==> config.mk <==
export PLATFORM = sky130hd
export DESIGN_NAME = fetch_queue_flat
export DESIGN_NICKNAME = d
export VERILOG_FILES = /design/src/rtl/fetch_queue_pkg.sv /design/src/rtl/fetch_queue_if.sv /design/src/rtl/fq_store.sv /design/src/rtl/fetch_queue.sv /design/src/flat_wrapper.sv
export SDC_FILE = /design/constraint.sdc
export NUM_CORES = 1
export LEC_CHECK = 0
export CAP_MARGIN = 20
export CORE_UTILIZATION = 55
export CTS_CLUSTER_DIAMETER = 120
export DETAILED_ROUTE_END_ITERATION = 16
export HOLD_SLACK_MARGIN = 0.1
export PLACE_DENSITY = 0.77
export SYNTH_ARGS = -nofsm -noshare
export SYNTH_HDL_FRONTEND = slang
export SYNTH_SLANG_ARGS = --single-unit
==> constraint.sdc <==
create_clock -name clk -period 9.08 [get_ports clk]
set_input_delay 1.362 -clock clk [delete_from_list [all_inputs] [get_ports clk]]
set_output_delay 1.362 -clock clk [all_outputs]
set_load 0.005 [all_outputs]
==> src/rtl/fetch_queue_pkg.sv <==
// -----------------------------------------------------------------------------
// fetch_queue_pkg
//  Shared constants, the queue-entry record and a dequeue-clamp helper for the
//  dual-issue fetch queue.
//  Contents:
//    INSTR_W, PC_W       instruction and PC widths (32)
//    DEFAULT_RESET_PC    default fetch PC after reset
//    NOP                 value shown on instruction outputs when not valid
//    fq_entry_t          {pc, instr} record held in each queue slot
//    deq_clamp()         turns a decode request into the number actually popped
// -----------------------------------------------------------------------------
package fetch_queue_pkg;

   localparam int          INSTR_W          = 32;
   localparam int          PC_W             = 32;
   localparam logic [31:0] DEFAULT_RESET_PC = 32'h0000_0000;
   localparam logic [31:0] NOP              = 32'h0000_0000;

   typedef struct packed {
      logic [PC_W-1:0]    pc;
      logic [INSTR_W-1:0] instr;
   } fq_entry_t;

   // A request of 3 is read as 2, and never more than 'avail' (min(count,2))
   // is popped, so the queue cannot underflow.
   function automatic logic [1:0] deq_clamp(input logic [1:0] req,
                                            input logic [1:0] avail);
      logic [1:0] want;
      want = (req == 2'd3) ? 2'd2 : req;
      return (want > avail) ? avail : want;
   endfunction

endpackage

==> src/rtl/fetch_queue_if.sv <==
// -----------------------------------------------------------------------------
// fetch_queue_if
//  Bundles the instruction-memory port, the redirect/decode controls and the
//  decode-facing queue head of the fetch queue.
//  Optional macro: FETCH_QUEUE_PERF_EN adds stall_cycles[31:0].
//  Modports:
//    master  - the fetch queue (drives imem addresses and queue-head outputs)
//    slave   - the environment (memory, decode, branch unit)
//  Signals:
//    imem_a/imem_b        word addresses of slot A / slot B
//    imem_rda/imem_rdb    instruction words returned for those addresses
//    redirect/redirect_pc flush and restart fetch at redirect_pc
//    deq_cnt              instructions consumed by decode this cycle
//    out_valid*/out_instr*/out_pc*  oldest two queue entries
//    count                occupied entries
// -----------------------------------------------------------------------------
interface fetch_queue_if #(
   parameter int AW    = 6,
   parameter int DEPTH = 8
);
   import fetch_queue_pkg::*;

   localparam int CW = $clog2(DEPTH) + 1;

   logic [AW-1:0]      imem_a;
   logic [AW-1:0]      imem_b;
   logic [INSTR_W-1:0] imem_rda;
   logic [INSTR_W-1:0] imem_rdb;
   logic               redirect;
   logic [PC_W-1:0]    redirect_pc;
   logic [1:0]         deq_cnt;
   logic               out_valid0;
   logic [INSTR_W-1:0] out_instr0;
   logic [PC_W-1:0]    out_pc0;
   logic               out_valid1;
   logic [INSTR_W-1:0] out_instr1;
   logic [PC_W-1:0]    out_pc1;
   logic [CW-1:0]      count;
`ifdef FETCH_QUEUE_PERF_EN
   logic [31:0]        stall_cycles;

   modport master (
      output imem_a, imem_b,
      input  imem_rda, imem_rdb,
      input  redirect, redirect_pc, deq_cnt,
      output out_valid0, out_instr0, out_pc0,
      output out_valid1, out_instr1, out_pc1,
      output count, stall_cycles
   );

   modport slave (
      input  imem_a, imem_b,
      output imem_rda, imem_rdb,
      output redirect, redirect_pc, deq_cnt,
      input  out_valid0, out_instr0, out_pc0,
      input  out_valid1, out_instr1, out_pc1,
      input  count, stall_cycles
   );
`else
   modport master (
      output imem_a, imem_b,
      input  imem_rda, imem_rdb,
      input  redirect, redirect_pc, deq_cnt,
      output out_valid0, out_instr0, out_pc0,
      output out_valid1, out_instr1, out_pc1,
      output count
   );

   modport slave (
      input  imem_a, imem_b,
      output imem_rda, imem_rdb,
      output redirect, redirect_pc, deq_cnt,
      input  out_valid0, out_instr0, out_pc0,
      input  out_valid1, out_instr1, out_pc1,
      input  count
   );
`endif

endinterface

==> src/rtl/fq_store.sv <==
// -----------------------------------------------------------------------------
// fq_store
//  DEPTH x {pc,instr} queue storage. Two write ports at wr_ptr and wr_ptr+1,
//  two combinational read ports at rd_ptr and rd_ptr+1 (all modulo DEPTH).
//  Ports:
//    clk              rising-edge clock
//    wr_ptr           slot A write index (slot B writes the next index)
//    we_a / wa_data   slot A write enable / entry
//    we_b / wb_data   slot B write enable / entry
//    rd_ptr           oldest-entry index
//    rd0_data/rd1_data  entries at rd_ptr and rd_ptr+1
//  Storage carries no reset: every read is qualified by the queue count.
// -----------------------------------------------------------------------------
module fq_store
   import fetch_queue_pkg::*;
#(
   parameter int DEPTH = 8,
   parameter int PW    = $clog2(DEPTH)
) (
   input  logic          clk,
   input  logic [PW-1:0] wr_ptr,
   input  logic          we_a,
   input  fq_entry_t     wa_data,
   input  logic          we_b,
   input  fq_entry_t     wb_data,
   input  logic [PW-1:0] rd_ptr,
   output fq_entry_t     rd0_data,
   output fq_entry_t     rd1_data
);

   fq_entry_t     mem_r [DEPTH];
   logic [PW-1:0] wr_ptr_p1_s;
   logic [PW-1:0] rd_ptr_p1_s;

   // DEPTH is a power of two, so PW-bit addition wraps modulo DEPTH for free.
   assign wr_ptr_p1_s = wr_ptr + PW'(1);
   assign rd_ptr_p1_s = rd_ptr + PW'(1);

   // Slot writes; the two indices always differ because DEPTH >= 4.
   always_ff @(posedge clk) begin
      if (we_a) begin
         mem_r[wr_ptr] <= wa_data;
      end
      if (we_b) begin
         mem_r[wr_ptr_p1_s] <= wb_data;
      end
   end

   assign rd0_data = mem_r[rd_ptr];
   assign rd1_data = mem_r[rd_ptr_p1_s];

endmodule

==> src/rtl/fetch_queue.sv <==
// -----------------------------------------------------------------------------
// fetch_queue
//  Dual-issue instruction fetch stage with an in-order queue. Each cycle it
//  fetches up to two words (fetch_pc, fetch_pc+4) from a dual-read memory with
//  combinational return, writes as many as the registered free space allows,
//  and shows the two oldest entries to decode. A redirect flushes everything
//  and restarts fetch at the (word-aligned) target.
//  Parameters: DEPTH (power of 2, >= 4), AW (imem word-address width), RESET_PC
//  Ports:
//    clk    rising-edge clock
//    reset  asynchronous active-high reset
//    fq     fetch_queue_if.master (imem port, redirect, deq_cnt, queue head, count)
//  Optional macro: FETCH_QUEUE_PERF_EN adds a saturating stall_cycles counter.
// -----------------------------------------------------------------------------
module fetch_queue
   import fetch_queue_pkg::*;
#(
   parameter int          DEPTH    = 8,
   parameter int          AW       = 6,
   parameter logic [31:0] RESET_PC = DEFAULT_RESET_PC
) (
   input  logic          clk,
   input  logic          reset,
   fetch_queue_if.master fq
);

   localparam int PW = $clog2(DEPTH);
   localparam int CW = PW + 1;

   logic [PC_W-1:0] fetch_pc_r;
   logic [PC_W-1:0] fetch_pc_p4_s;
   logic [PW-1:0]   wr_ptr_r;
   logic [PW-1:0]   rd_ptr_r;
   logic [CW-1:0]   count_r;
   logic [CW-1:0]   free_s;
   logic [1:0]      enq_s;
   logic [1:0]      avail_s;
   logic [1:0]      deq_eff_s;
   logic            we_a_s;
   logic            we_b_s;
   logic            valid0_s;
   logic            valid1_s;
   fq_entry_t       wa_data_s;
   fq_entry_t       wb_data_s;
   fq_entry_t       rd0_s;
   fq_entry_t       rd1_s;

   assign fetch_pc_p4_s = fetch_pc_r + 32'd4;

   // Free space comes from the registered count only; a same-cycle dequeue
   // does not open room for this cycle's fetch.
   assign free_s = CW'(DEPTH) - count_r;

   // Number of fetched words accepted this cycle.
   always_comb begin
      enq_s = 2'd0;
      if (free_s >= CW'(2)) begin
         enq_s = 2'd2;
      end else if (free_s == CW'(1)) begin
         enq_s = 2'd1;
      end else begin
         enq_s = 2'd0;
      end
   end

   // Entries decode could legally take this cycle, capped at two.
   always_comb begin
      avail_s = 2'd0;
      if (count_r >= CW'(2)) begin
         avail_s = 2'd2;
      end else if (count_r == CW'(1)) begin
         avail_s = 2'd1;
      end else begin
         avail_s = 2'd0;
      end
   end

   assign deq_eff_s = deq_clamp(fq.deq_cnt, avail_s);

   // A redirect suppresses this cycle's writes; the words in flight belong to
   // the abandoned path.
   assign we_a_s    = (enq_s != 2'd0) && !fq.redirect;
   assign we_b_s    = (enq_s == 2'd2) && !fq.redirect;
   assign wa_data_s = '{pc: fetch_pc_r,    instr: fq.imem_rda};
   assign wb_data_s = '{pc: fetch_pc_p4_s, instr: fq.imem_rdb};

   fq_store #(
      .DEPTH (DEPTH),
      .PW    (PW)
   ) u_store (
      .clk      (clk),
      .wr_ptr   (wr_ptr_r),
      .we_a     (we_a_s),
      .wa_data  (wa_data_s),
      .we_b     (we_b_s),
      .wb_data  (wb_data_s),
      .rd_ptr   (rd_ptr_r),
      .rd0_data (rd0_s),
      .rd1_data (rd1_s)
   );

   // Fetch PC, queue pointers and occupancy; redirect outranks enqueue/dequeue.
   always_ff @(posedge clk or posedge reset) begin
      if (reset) begin
         fetch_pc_r <= RESET_PC;
         wr_ptr_r   <= '0;
         rd_ptr_r   <= '0;
         count_r    <= '0;
      end else if (fq.redirect) begin
         fetch_pc_r <= fq.redirect_pc & ~32'h0000_0003;
         wr_ptr_r   <= '0;
         rd_ptr_r   <= '0;
         count_r    <= '0;
      end else begin
         fetch_pc_r <= fetch_pc_r + {28'd0, enq_s, 2'b00};
         wr_ptr_r   <= wr_ptr_r + PW'(enq_s);
         rd_ptr_r   <= rd_ptr_r + PW'(deq_eff_s);
         count_r    <= count_r + CW'(enq_s) - CW'(deq_eff_s);
      end
   end

   // Word addresses simply truncate, so the memory index wraps at 2^AW words
   // while the stored PC keeps all 32 bits.
   assign fq.imem_a = fetch_pc_r[AW+1:2];
   assign fq.imem_b = fetch_pc_p4_s[AW+1:2];

   assign valid0_s      = (count_r != CW'(0));
   assign valid1_s      = (count_r >= CW'(2));
   assign fq.out_valid0 = valid0_s;
   assign fq.out_valid1 = valid1_s;
   assign fq.out_instr0 = valid0_s ? rd0_s.instr : NOP;
   assign fq.out_pc0    = valid0_s ? rd0_s.pc    : 32'h0000_0000;
   assign fq.out_instr1 = valid1_s ? rd1_s.instr : NOP;
   assign fq.out_pc1    = valid1_s ? rd1_s.pc    : 32'h0000_0000;
   assign fq.count      = count_r;

`ifdef FETCH_QUEUE_PERF_EN
   logic [31:0] stall_cycles_r;

   // Cycles where fetch could not take a full pair; redirect cycles excluded
   // and the count survives a redirect.
   always_ff @(posedge clk or posedge reset) begin
      if (reset) begin
         stall_cycles_r <= 32'h0000_0000;
      end else if ((free_s < CW'(2)) && !fq.redirect
                   && (stall_cycles_r != 32'hFFFF_FFFF)) begin
         stall_cycles_r <= stall_cycles_r + 32'd1;
      end else begin
         stall_cycles_r <= stall_cycles_r;
      end
   end

   assign fq.stall_cycles = stall_cycles_r;
`endif

endmodule
==> src/flat_wrapper.sv <==
// flat-port wrapper written by rule: the top's interface ports become plain ports
module fetch_queue_flat import fetch_queue_pkg::*;
#(
   parameter int          DEPTH    = 8,
   parameter int          AW       = 6,
   parameter logic [31:0] RESET_PC = DEFAULT_RESET_PC
)
  (clk, reset, fq_imem_a, fq_imem_b, fq_imem_rda, fq_imem_rdb, fq_redirect, fq_redirect_pc, fq_deq_cnt, fq_out_valid0, fq_out_instr0, fq_out_pc0, fq_out_valid1, fq_out_instr1, fq_out_pc1, fq_count);
  fetch_queue_if #(.AW(AW), .DEPTH(DEPTH)) fq_i ();
  input  logic clk;
  input  logic reset;
  output wire logic [$bits(fq_i.imem_a)-1:0] fq_imem_a;
  output wire logic [$bits(fq_i.imem_b)-1:0] fq_imem_b;
  input wire logic [$bits(fq_i.imem_rda)-1:0] fq_imem_rda;
  input wire logic [$bits(fq_i.imem_rdb)-1:0] fq_imem_rdb;
  input wire logic [$bits(fq_i.redirect)-1:0] fq_redirect;
  input wire logic [$bits(fq_i.redirect_pc)-1:0] fq_redirect_pc;
  input wire logic [$bits(fq_i.deq_cnt)-1:0] fq_deq_cnt;
  output wire logic [$bits(fq_i.out_valid0)-1:0] fq_out_valid0;
  output wire logic [$bits(fq_i.out_instr0)-1:0] fq_out_instr0;
  output wire logic [$bits(fq_i.out_pc0)-1:0] fq_out_pc0;
  output wire logic [$bits(fq_i.out_valid1)-1:0] fq_out_valid1;
  output wire logic [$bits(fq_i.out_instr1)-1:0] fq_out_instr1;
  output wire logic [$bits(fq_i.out_pc1)-1:0] fq_out_pc1;
  output wire logic [$bits(fq_i.count)-1:0] fq_count;
  assign fq_imem_a = fq_i.imem_a;
  assign fq_imem_b = fq_i.imem_b;
  assign fq_i.imem_rda = fq_imem_rda;
  assign fq_i.imem_rdb = fq_imem_rdb;
  assign fq_i.redirect = fq_redirect;
  assign fq_i.redirect_pc = fq_redirect_pc;
  assign fq_i.deq_cnt = fq_deq_cnt;
  assign fq_out_valid0 = fq_i.out_valid0;
  assign fq_out_instr0 = fq_i.out_instr0;
  assign fq_out_pc0 = fq_i.out_pc0;
  assign fq_out_valid1 = fq_i.out_valid1;
  assign fq_out_instr1 = fq_i.out_instr1;
  assign fq_out_pc1 = fq_i.out_pc1;
  assign fq_count = fq_i.count;
  fetch_queue #(.DEPTH(DEPTH), .AW(AW), .RESET_PC(RESET_PC)) u_core (.clk(clk), .reset(reset), .fq(fq_i));
endmodule
==> impl_metrics.tcl <==
set metrics [dict create \
    start_util_pct 55.96 \
    dp_hpwl_um 56650 \
    r2r-end "u_core.fetch_pc_r[30]" \
    ys_ff_latch 536 \
    endpoint "fq_out_pc1[8]" \
    syn_inst 2940 \
    grt_usage_pct 33.56 \
    synth_flop_cell "edfxtp_1" \
    nNetsFinal 3126 \
    clk_pin_slew_worst_paths_ns 0.06 \
    ioPinCount 247 \
    drcViolationCount 0 \
    drt_first_pass_iters 6 \
    grt-ovfl-total 0 \
    grt_max_degree 76 \
    avgSynthCellArea_um2 11.02 \
    synth_edf_count 496 \
    startpoint "u_core.rd_ptr_r[0]" \
    routed.top_layer "met5" \
    port_buffers 240 \
    slew_viol_final 0 \
    rsz0062_at_grt "no" \
    cpLargestDelayFamily "buffers and inverters" \
    grt_pass1_wl_um 148700 \
    nFillCells 4288 \
    die_height_um 244.8 \
    drt-initial-drc-count 3402 \
    path_cells "buf_4 -> buf_4 -> mux4_2 -> nand2_1 -> a21oi_1 -> clkdlybuf4s50_1" \
    crit_path_end_kind "output pin" \
    run_status "complete, no violations" \
    power.total_mw 12.29 \
    power.switching_mw 4.617 \
    cts_sinks 536 \
    startpoint_type "register" \
    cp.required_ns 7.72 \
    p_comb_share_pct 48.9 \
    max_stage_delay_ns 1.03 \
    worst_clock_skew_ns 0.02719 \
    netlist-cell-type-count 53 \
    leakage_nw 13.36 \
    fp.dieW_um 244.8 \
    finalHoldViolations 0 \
    vdd_ir_drop_max_uv 283.4 \
    setup_violations 0 \
    synth-simple-area-share_pct 16.58 \
    relSlewSlack_pct 23.16 \
    met2WireLength_um 48630 \
    grt_pass1_vias 24610 \
    drive_gt1_share_pct 14.47 \
    r2r_slack_ns 4.83 \
    seqPwrFrac_pct 31.6 \
    die-area_um2 59910 \
    p_int_mw 7.668 \
    synthXorXnorAreaFrac_pct 7.215 \
    clockBufferDepth 3 \
    cts_hold_buffers 0 \
    crit_fanout 63 \
    dr_wl_met3_um 13720 \
    rows 88 \
    synth_compound_area_share_pct 2.436 \
    holdCritPathClass "register to register" \
    synth_mux_area_share_pct 19.22 \
    ys_seq_area_share_pct 49.04 \
    clockRootBuffer "clkbuf_16" \
    power.share.clock_pct 19.5 \
    tritoncts "built" \
    num_vias 24730 \
    critPathSlowestCell "dfrtp_4" \
    min_period_ns 6.248 \
    h-tree-depth 2 \
    yosys.area_share.adder_pct 1.081 \
    gp_congestion 0.8536 \
    cts_buffers 56 \
    syn_area_um2 32410 \
    async_flop_share_pct 7.463 \
    worst-path-buf-inv 3 \
    cap_violations 0 \
    coreArea_um2 57920 \
    antenna_found_initial 7 \
    wl_um 100800 \
    worst_slew_pin_slew_ns 1.153 \
    crit_cells 6 \
    postCtsResizedCells 0 \
    r2r-start "u_core.fq.count[1]" \
    wl_met1_um 33390 \
    crit_top_cell "buf_4" \
    fin_tns_setup_ns 0 \
    worstSetupPathType "register to output pin" \
    ant_nets 0 \
    crit_arrival_ns 4.89 \
    min_period_over_period_pct 68.81 \
    insertion_delay_ns 0.63 \
    switching_share_pct 37.58 \
    yosys_warnings 0 \
    wire_per_inst_um 26.48 \
    rr_worst_depth 13 \
    power_density_nw_per_um2 332.8 \
    viasPerCell 6.493 \
    syn_to_final_growth_pct 13.90 \
    fmax_mhz 160.1 \
    synth_top_family_by_area "multiplexers" \
    post_cts.repair.setup_buffers 0 \
]
==> power by group through the flow <==
stage / logic (mW) / clock network [mW] / registers [mW]
floorplan: 3.59 / 0 / 3.70
global placement: 5.84 / 0 / 3.83
detailed placement: 5.92 / 0 / 3.90
CTS: 5.97 / 2.39 / 3.86
global route: 6.34 / 2.49 / 3.92
finish: 6.01 / 2.40 / 3.88
==> worst min-delay path by stage <==
stage / startpoint / depth (start not counted) / slack, ns / end
after floorplan: u_core.wr_ptr_r[2] / 2 / 0.58 / u_core.wr_ptr_r[2]
after global placement: u_core.wr_ptr_r[2] / 2 / 0.62 / u_core.wr_ptr_r[2]
after detailed placement: u_core.wr_ptr_r[2] / 2 / 0.63 / u_core.wr_ptr_r[2]
after CTS: u_core.wr_ptr_r[2] / 2 / 0.65 / u_core.wr_ptr_r[2]
after global routing: u_core.wr_ptr_r[2] / 2 / 0.73 / u_core.wr_ptr_r[2]
final: u_core.wr_ptr_r[2] / 2 / 0.65 / u_core.wr_ptr_r[2]
==> state kept, by name, indices dropped and copies added, names as in the netlist <==
register / cells
u_core.fq.count: 4
u_core.u_store.mem_r: 496
u_core.wr_ptr_r: 3
u_core.rd_ptr_r: 3
u_core.fetch_pc_r: 30
==> layout by cell type, fill, tap and decap left out, types with 6 or more instances in the layout <==
cell             instances
a21oi_1                 65
buf_4                   53
bufinv_16                9
clkbuf_1                 7
clkbuf_16               56
clkdlybuf4s50_1        239
clkinv_1                 8
clkinv_2                11
dfrtp_1                 37
edfxtp_1               496
ha_1                    19
inv_1                   12
mux2i_1                 62
mux4_2                 248
nand2_1               1065
nand3_1                 21
nand4_1                 11
nor2_1                 205
nor2b_1                  9
nor3_1                  10
nor4_2                   6
o21ai_0                 33
o21ai_4                 11
xnor2_1                118
xor2_1                 146
==> synthesized netlist by cell type (all sizes together), types with 9 or more instances <==
| cell type | number | area share [%] |
|---|---|---|
| nor3 | 12 | 0.20 |
| edfxtp | 496 | 46 |
| buf | 196 | 3.1 |
| clkbuf | 98 | 1.1 |
| xor2 | 147 | 4.0 |
| dfrtp | 40 | 3.1 |
| inv | 14 | 0.16 |
| nand4 | 13 | 0.32 |
| a21oi | 68 | 1.2 |
| nor2b | 9 | 0.17 |
| nand3 | 23 | 0.39 |
| mux4 | 248 | 17 |
| nor2 | 206 | 2.4 |
| xnor2 | 120 | 3.2 |
| o21ai | 48 | 0.80 |
| mux2i | 62 | 1.9 |
| nor4 | 12 | 0.37 |
| nand2 | 1067 | 12 |
| ha | 20 | 0.77 |
==> layout make-up <==
| class | instances | area [um^2] | share of cell area, % |
|---|---|---|---|
| Sequential cell | 536 | 15910 | 43.09 |
| Multi-Input combinational cell | 2098 | 15310 | 41.48 |
| Timing Repair Buffer | 293 | 2795 | 7.572 |
| Clock buffer | 68 | 1496 | 4.054 |
| Tap cell | 765 | 957.2 | 2.593 |
| Clock inverter | 30 | 384.1 | 1.040 |
| Inverter | 15 | 56.30 | 0.1525 |
| Antenna cell | 3 | 7.507 | 0.02034 |
==> metal layers <==
| metal | track usage [%] | vias up |
|---|---|---|
| met1 | 42.88 | 12060 |
| li1 | - | 10290 |
| met3 | 6.834 | 384 |
| met2 | 55.03 | 1994 |
| met5 | 0 | - |
| met4 | 15.97 | 6 |
==> worst register-to-register path, cell delays in order, from the launching register on <==
cell     delay, ns
dfrtp_1       0.50
inv_1         0.16
ha_1          0.24
xnor2_1       0.16
nor3_2        0.11
buf_4         0.30
and3_1        0.31
ha_1          0.25
fa_1          0.26
nand3_1       0.30
nor4_2        0.91
nand3_1       0.27
xor2_1        0.22
o21ai_0       0.19
==> metrics by stage <==
stage	utilization [%]	cell area [um^2]	hold slack [ns]	worst slack, ns	instances
floorplan	-	32420	0.5814	2.203	2943
global placement	60.47	35020	0.6153	3.524	3706
detailed placement	60.47	35020	0.6306	3.446	3706
CTS	63.72	36900	0.6478	2.806	3804
global route	63.74	36910	0.7255	2.481	3807
finish	63.74	36920	0.6476	2.832	3808
==> logic make-up (layout without fill, tap and decap cells) <==
family | count (synthesis) | after routing
AND/OR/NAND/NOR | 1359 | 1359
flip-flops | 536 | 536
multiplexers | 312 | 312
buffers and inverters | 309 | 406
XOR/XNOR | 267 | 267
AO/OA/AOI/OAI | 131 | 131
adder cells (fa/ha/maj) | 25 | 25
other | 1 | 7
(Power assumes the default switching activity.)
